### src/rtl/demux_bin_pkg.sv
// Shared helpers for the binary-select demultiplexer tree: level count and
// configuration sanity check used at elaboration time.
package demux_bin_pkg;

   function automatic int levels(input int width, input int split);
      return $clog2(width) / $clog2(split);
   endfunction

   // True when split is a power of two (>=2) and width is split**k with k>=1.
   function automatic bit cfg_ok(input int width, input int split);
      int w;
      bit ok;
      w  = width;
      ok = (split >= 32'sd2) && ((split & (split - 32'sd1)) == 32'sd0) && (width >= split);
      while (ok && (w > 32'sd1)) begin
         if ((w % split) != 32'sd0) ok = 1'b0;
         else w = w / split;
      end
      return ok;
   endfunction

endpackage

### src/rtl/demux_bin_node.sv
// One tree node: a single registered entry that steers its item to one of
// SPLIT children using the top select bits, then hands the rest downward.
module demux_bin_node
   import demux_bin_pkg::*;
#(
   parameter type DAT_T = logic [8-1:0],
   parameter int  SPLIT = 2,
   parameter int  SEL_W = 1
) (
   input  logic             clk,
   input  logic             rst,
   input  logic             in_vld,
   output logic             in_rdy,
   input  logic [SEL_W-1:0] in_sel,
   input  DAT_T             in_dat,
   output logic [SPLIT-1:0] out_vld,
   input  logic [SPLIT-1:0] out_rdy,
   output logic [SEL_W-1:0] out_sel,
   output DAT_T             out_dat
);

   localparam int SPLIT_LOG = $clog2(SPLIT);

   logic                 vld_q, vld_d;
   logic [SEL_W-1:0]     sel_q, sel_d;
   DAT_T                 dat_q, dat_d;
   logic [SPLIT_LOG-1:0] idx_s;
   logic                 load_s;
   logic                 drain_s;

   assign idx_s   = sel_q[SEL_W-1 -: SPLIT_LOG];
   assign drain_s = vld_q && out_rdy[idx_s];
   assign in_rdy  = !vld_q || out_rdy[idx_s];
   assign load_s  = in_vld && in_rdy;

   // Next entry: a new item overwrites (covers load+drain); a lone drain empties.
   always_comb begin
      vld_d = vld_q;
      sel_d = sel_q;
      dat_d = dat_q;
      if (load_s) begin
         vld_d = 1'b1;
         sel_d = in_sel;
         dat_d = in_dat;
      end else if (drain_s) begin
         vld_d = 1'b0;
      end else begin
         vld_d = vld_q;
      end
   end

   // Entry register; payload is cleared too so outputs are defined from reset.
   always_ff @(posedge clk or posedge rst) begin
      if (rst) begin
         vld_q <= 1'b0;
         sel_q <= '0;
         dat_q <= '0;
      end else begin
         vld_q <= vld_d;
         sel_q <= sel_d;
         dat_q <= dat_d;
      end
   end

   assign out_vld = vld_q ? ({{(SPLIT-1){1'b0}}, 1'b1} << idx_s) : '0;
   assign out_sel = sel_q << SPLIT_LOG;
   assign out_dat = dat_q;

endmodule

### src/rtl/demux_bin_tree.sv
// Pipelined binary-select demultiplexer: a SPLIT-ary tree of registered nodes,
// one stage per level, with ready flowing combinationally from leaves to root.
module demux_bin_tree
   import demux_bin_pkg::*;
#(
   parameter type DAT_T = logic [8-1:0],
   parameter int  WIDTH = 32,
   parameter int  SPLIT = 2
) (
   input  logic                     clk,
   input  logic                     rst,
   input  logic                     i_vld,
   output logic                     i_rdy,
   input  logic [$clog2(WIDTH)-1:0] i_bin,
   input  DAT_T                     i_dat,
   output logic [WIDTH-1:0]         o_vld,
   input  logic [WIDTH-1:0]         o_rdy,
   output DAT_T                     o_dat [WIDTH-1:0]
);

   localparam int WIDTH_LOG = $clog2(WIDTH);
   localparam int LEVELS    = levels(WIDTH, SPLIT);

   if (!cfg_ok(WIDTH, SPLIT)) begin : g_bad_cfg
      $error("demux_bin_tree: WIDTH must be SPLIT**k (k>=1) with SPLIT a power of two");
   end

   for (genvar L = 0; L < LEVELS; L++) begin : g_lvl
      localparam int NL = SPLIT ** L;

      logic [NL-1:0]        in_vld;
      logic [NL-1:0]        in_rdy;
      logic [NL*SPLIT-1:0]  ch_vld;
      logic [NL*SPLIT-1:0]  ch_rdy;
      logic [WIDTH_LOG-1:0] in_sel  [NL];
      logic [WIDTH_LOG-1:0] out_sel [NL];
      DAT_T                 in_dat  [NL];
      DAT_T                 out_dat [NL];

      if (L == 0) begin : g_root
         assign in_vld    = i_vld;
         assign in_sel[0] = i_bin;
         assign in_dat[0] = i_dat;
         assign i_rdy     = in_rdy[0];
      end else begin : g_inner
         assign in_vld = g_lvl[L-1].ch_vld;
         for (genvar n = 0; n < NL; n++) begin : g_link
            assign in_sel[n] = g_lvl[L-1].out_sel[n / SPLIT];
            assign in_dat[n] = g_lvl[L-1].out_dat[n / SPLIT];
         end
      end

      // Leaf n fans its single entry out to destinations n*SPLIT .. n*SPLIT+SPLIT-1.
      if (L == LEVELS - 1) begin : g_leaf
         assign ch_rdy = o_rdy;
         assign o_vld  = ch_vld;
         for (genvar n = 0; n < NL; n++) begin : g_out
            logic sel_unused;
            assign sel_unused = ^out_sel[n];
            for (genvar i = 0; i < SPLIT; i++) begin : g_lane
               assign o_dat[n*SPLIT+i] = out_dat[n];
            end
         end
      end else begin : g_mid
         assign ch_rdy = g_lvl[L+1].in_rdy;
      end

      for (genvar n = 0; n < NL; n++) begin : g_node
         demux_bin_node #(
            .DAT_T (DAT_T),
            .SPLIT (SPLIT),
            .SEL_W (WIDTH_LOG)
         ) u_node (
            .clk     (clk),
            .rst     (rst),
            .in_vld  (in_vld[n]),
            .in_rdy  (in_rdy[n]),
            .in_sel  (in_sel[n]),
            .in_dat  (in_dat[n]),
            .out_vld (ch_vld[n*SPLIT +: SPLIT]),
            .out_rdy (ch_rdy[n*SPLIT +: SPLIT]),
            .out_sel (out_sel[n]),
            .out_dat (out_dat[n])
         );
      end
   end

endmodule

### config.mk
export PLATFORM = sky130hd
export DESIGN_NAME = demux_bin_tree
export DESIGN_NICKNAME = d
export VERILOG_FILES = /design/src/rtl/demux_bin_pkg.sv /design/src/rtl/demux_bin_node.sv /design/src/rtl/demux_bin_tree.sv
export SDC_FILE = /design/constraint.sdc
export NUM_CORES = 1
export LEC_CHECK = 0
export CORE_MARGIN = 2
export CORE_UTILIZATION = 45
export DETAILED_ROUTE_END_ITERATION = 6
export PLACE_DENSITY = 0.76
export SKIP_CTS_REPAIR_TIMING = 1
export SYNTH_ARGS = -nofsm -noshare
export SYNTH_HDL_FRONTEND = slang
export SYNTH_SLANG_ARGS = --single-unit
### constraint.sdc
create_clock -name clk -period 11.5 [get_ports clk]
set_clock_uncertainty 0.15 [all_clocks]
set_input_delay 1.725 -clock clk [delete_from_list [all_inputs] [get_ports clk]]
set_output_delay 1.725 -clock clk [all_outputs]
set_load 0.005 [all_outputs]
==> Word-level counts from Yosys, hierarchy flattened <==
Cells that the tools add are included.
{ "totals": {"register_bits": 336, "latch_bits": 0, "ram_bits": 0, "romBits": 0, "in_bits": 48, "word_cells": 465, "mem_count": 0} }
{ "op_classes": {"add_sub_neg": 0, "n_mul": 0, "div": 0, "magnitude_cmp": 31, "eq_ne": 0, "shifts": 31, "mux": 155, "bitwise_logic": 0, "reduce_logical": 155} }
{ "op_table": {"columns": ["op", "n"], "rows": [
  ["1-bit 2-to-1 mux", 124],
  ["1-bit logical AND", 62],
  ["1-bit by 2-bit less-than comparator with 1-bit output, second input constant", 31],
  ["2-bit 2-to-1 mux", 31],
  ["2-bit nonzero test", 31],
  ["1-bit by 1-bit << shifter with 2-bit output, first input constant", 31],
  ["1-bit zero test", 31],
  ["1-bit logical OR", 31]
]} }

==> Longest topological paths before layout <==
{ "depth": {"word_depth": 17, "ltp_mapped": 8, "ltp_nobuf": 7} }

==> Hierarchy <==
From an unflattened synthesis, not the netlist that was laid out.
{ "hier_totals": {"cells_unflattened": 1523, "area_unflattened_um2": 20083.0} }
{ "modules_own_cells": {"columns": ["module", "instances", "cells_per_inst", "area_each_um2"], "rows": [
  ["demux_bin_node", 31, 45, 616.8],
  ["demux_bin_tree", 1, 128, 960.9]
]} }

==> Worst setup path after synthesis <==
Ideal clock, no wire load.
{ "synth_timing": {"path_type": "in2out", "from": "input o_rdy[3]", "to": "output i_rdy", "arrival_time_ns": 2.878, "required_ns": 9.625, "setup_slack_ns": 6.747, "stages": 6, "path_buffers": 0, "path_cell_list": "mux2i_1 > nand4_1 > a21oi_1 > o21ai_0 > a21oi_1 > a21oi_1"} }
{ "synth_via": {"elab_chain_cells": 15} }
{ "synth_rtl": {"columns": ["item", "line", "rtl"], "rows": [
  ["start, declared", "demux_bin_tree.sv:17", "input logic [WIDTH-1:0] o_rdy,"],
  ["1-bit 2-to-1 mux (implied by the code) (2 in a row)", "demux_bin_node.sv:33", "assign in_rdy = !vld_q || out_rdy[idx_s];"],
  ["1-bit logical OR", "demux_bin_node.sv:33", null],
  ["1-bit 2-to-1 mux (implied by the code) (2 in a row)", "demux_bin_node.sv:33", null],
  ["1-bit logical OR", "demux_bin_node.sv:33", null],
  ["1-bit 2-to-1 mux (implied by the code) (2 in a row)", "demux_bin_node.sv:33", null],
  ["1-bit logical OR", "demux_bin_node.sv:33", null],
  ["1-bit 2-to-1 mux (implied by the code) (2 in a row)", "demux_bin_node.sv:33", null],
  ["1-bit logical OR", "demux_bin_node.sv:33", null],
  ["1-bit 2-to-1 mux (implied by the code) (2 in a row)", "demux_bin_node.sv:33", null],
  ["1-bit logical OR", "demux_bin_node.sv:33", null],
  ["end, declared", "demux_bin_tree.sv:13", "output logic i_rdy,"]
]} }
Every way passes these cells. The select of a mux whose other input is x is not followed.

==> Final worst setup path <==
{ "layout_timing": {"from": "input o_rdy[7]", "to": "output i_rdy"} }
Same word-level chain as after synthesis.

==> flow_summary_export.csv <==
group,metric,value,unit
drt,via_per_inst,5.086,
synthesis,synthCells,984,
drt,ant_nets,0,
cells_and_area,syn_to_final_growth,28.55,%
clocking,cts_buffer_depth,3,
placed_design,port_buffers,336,
power_and_ir_drop,finalPower,4.611,mW
sta,tightest_slew,1.180,ns
power_and_ir_drop,ir_worst_vdd,0.1201,mV
synthesis,netlist_area,14090,sq um
drt,drtIter0Drc,413,
clocking,clk_pin_slew,0.06,ns
sta,slew_violations,0,
cells_and_area,final_nets,1269,
synthesis,synth_edf_count,0,
die,die_h,181.0,microns
setup_path,arrival,4.19,ns
clocking,h-tree-depth,2,
synthesis,netlist_top_cells_area,"dfrtp_1 60%, mux2_2 23%, buf_4 6.9%",
synthesis,yosysSeqAreaShare,59.67,%
setup_path,crit_fanout,5,
synthesis,synth_cell_type_count,38,
clocking,clock_latency,0.51,ns
synthesis,async_flop_share,100.0,%
sta,period_needed,6.068,ns
synthesis,synth.top_cell.area_share,59.67,%
sta,max_freq,0.1648,GHz
cells_and_area,post-route-util,58.91,%
sta,fin_crit_sh,52.77,%
die,coreArea,30750,sq um
sta,tns,0,ns
clocking,tritoncts,"yes",
synthesis,yosysWarnings,0,
flow_run,maxCapViolCount,0,
sta,maxSlewHeadroom,21.34,%
setup_path,crit_chain,"clkdlybuf4s50_1, mux2i_1, nand4_1, a21oi_1, o21ai_0, a21oi_1, a21oi_1, clkdlybuf4s50_1",
synthesis,syn_nets,1032,
global_routing,grt_pass1_vias,8616,
clocking,cts.sinks,336,
die,initial_core_util,45.83,%
drt,drc,0,
setup_path,end_kind,"output port",
setup_path,cpPeakStageDelay,0.54,ns
global_routing,grt_max_degree,109,
clocking,numCtsBuffers,35,
worst_hold_path,hp-class,"reg2reg",
setup_path,required,9.63,ns
setup_path,crit_slowest_cell,"clkdlybuf4s50_1",
setup_path,critPathLaunchType,"input port",
drt,first_pass_iters,4,
global_routing,grt_pass1_wl,48.53,mm
drt,via_count,8362,
global_routing,globalRouteTotalUtil,18.53,%
sta,rsz0062_at_grt,"false",
global_routing,overflow,0,
die,io_pins,337,
placed_design,dp_hpwl,21.82,mm
cells_and_area,seqCellArea,8408,sq um
synthesis,synthFlopType,"dfrtp_1",
setup_path,critical_path_class,"in2out",
drt,routedWlPerCell,18.47,microns
synthesis,synth_seq_cells,336,
die,dieWidth,181.0,microns
synthesis,synth_area_leader_cell,"dfrtp_1",
status,status,"complete, no violations",
setup_path,crit_top_cell,"a21oi_1",
die,die_area,32740,sq um
clocking,cts_root_buffer,"clkbuf_16",
placed_design,place.gp.congestion,0.7680,
power_and_ir_drop,power_density,254.6,nW/um^2
cells_and_area,drive_gt1_share,29.61,%
sta,finalHoldViolCount,0,
global_routing,grt_antenna_before_repair,4,
power_and_ir_drop,p_leak,7.963,nW
sta,setup_viol,0,
cells_and_area,fillers,2440,
die,num_rows,64,
drt,routed_wl,30.37,mm
synthesis,synth.avg_cell_area,14.32,sq um
cells_and_area,multi_input_area,4638,sq um
[layer usage]
| metal | share of wire, % | vias to the layer above | GRT usage, % |
|---|---|---|---|
| met5 | 0.092 | - | 0 |
| li1 | - | 3791 | - |
| met3 | 5.3 | 39 | 3.911 |
| met1 | 46 | 4302 | 25.60 |
| met4 | 1.5 | 4 | 4.488 |
| met2 | 48 | 226 | 30.14 |
[final cells by class]
type,instances,area share [%]
flip-flops and latches,336,46.42
multi-input cells,500,25.61
repair buffers,341,18.77
clock buffers,49,5.402
well taps,396,2.735
clock inverters,13,0.8496
inverters,7,0.1865
diodes,2,0.02763
[report_power, final]
group	leakage, nW	total (mW)	switching, mW	internal [mW]
Combinational	3.16	1.42	0.404	1.02
Clock	0.558	1.12	0.451	0.664
Sequential	4.24	2.07	0.428	1.64
[sequential cells by signal, summed over array words and instances, names as in the netlist]
| register | cells |
|---|---|
| g_lvl.g_node.u_node.vld_q | 31 |
| g_lvl.g_node.u_node.sel_q | 57 |
| g_lvl.g_node.u_node.out_dat | 248 |
[path summary, 6_finish.rpt]
check	start	end	slack [ns]	depth (start not counted)
setup reg to reg	g_lvl[4].g_node[3].u_node.sel_q[4]	g_lvl[1].g_node[0].u_node.out_dat[7]	8.43	7
max in group asynchronous	rst	g_lvl[3].g_node[2].u_node.vld_q	7.21	4
setup / recovery	o_rdy[7]	i_rdy	5.43	8
min in group asynchronous	rst	g_lvl[3].g_node[4].u_node.sel_q[3]	1.63	2
hold / removal	g_lvl[0].g_node[0].u_node.sel_q[3]	g_lvl[0].g_node[0].u_node.sel_q[3]	0.37	1
hold reg to reg	g_lvl[0].g_node[0].u_node.sel_q[3]	g_lvl[0].g_node[0].u_node.sel_q[3]	0.37	1
[synthesized netlist by cell type (4+ instances only)]
master and n:
nand3_1 4, o21ai_0 7, mux2i_1 18, nand4_1 5, nand2_1 56, mux2_2 293, dfrtp_1 336, nand2b_1 13
clkbuf_1 8, buf_4 129, inv_1 7, a21oi_1 22, nand4b_1 5, and2_1 20, nor2b_1 17, mux2_4 10
[kinds of logic after synthesis]
logic type      after synthesis  synth area share [%]
simple gates                133                 4.955
flops                       336                 59.67
compound gates               46                 2.167
mux                         321                 25.76
buf+inv                     148                 7.450
[cell usage in the layout (no fill, tap or decap), types with 3 or more instances in the layout]
master	synthesis	routed
clkdlybuf4s50_1	0	336
clkbuf_8	0	5
buf_4	129	5
a21oi_1	22	22
mux2_4	10	10
and3_1	3	3
dfrtp_1	336	336
o22ai_1	3	3
and2_1	20	20
or2_2	3	3
inv_6	0	3
clkbuf_16	0	35
nand3_1	4	4
inv_1	7	6
nand4b_1	5	5
mux2i_1	18	18
nand4_1	5	5
nor2b_1	17	17
nor2_1	3	3
nand2_1	56	56
bufinv_16	0	3
nand2b_1	13	13
mux2_2	293	293
clkinv_2	0	6
clkbuf_1	8	9
o21ai_0	7	7
[metrics by stage]
step / instances / hold slack [ns] / setup WS [ns] / area [sq um]
6_report: 1644 / 0.3683 / 5.432 / 18110
2_1_floorplan: 984 / 0.3263 / 0.3151 / 14090
5_1_grt: 1642 / 0.3912 / 5.263 / 18110
3_5_place_dp: 1580 / 0.3552 / 5.445 / 16980
3_3_place_gp: 1580 / 0.3457 / 5.501 / 16980
4_1_cts: 1642 / 0.3654 / 5.427 / 18110
[worst max-delay path, delay by kind of cell]
kind / cells / cell delay [ns]
AND/OR/NAND/NOR: 1 / 0.17
AO/OA/AOI/OAI: 4 / 1.01
multiplexers: 1 / 0.37
buffers and inverters: 2 / 0.93
No activity file was read; power rests on OpenSTA's default activity.
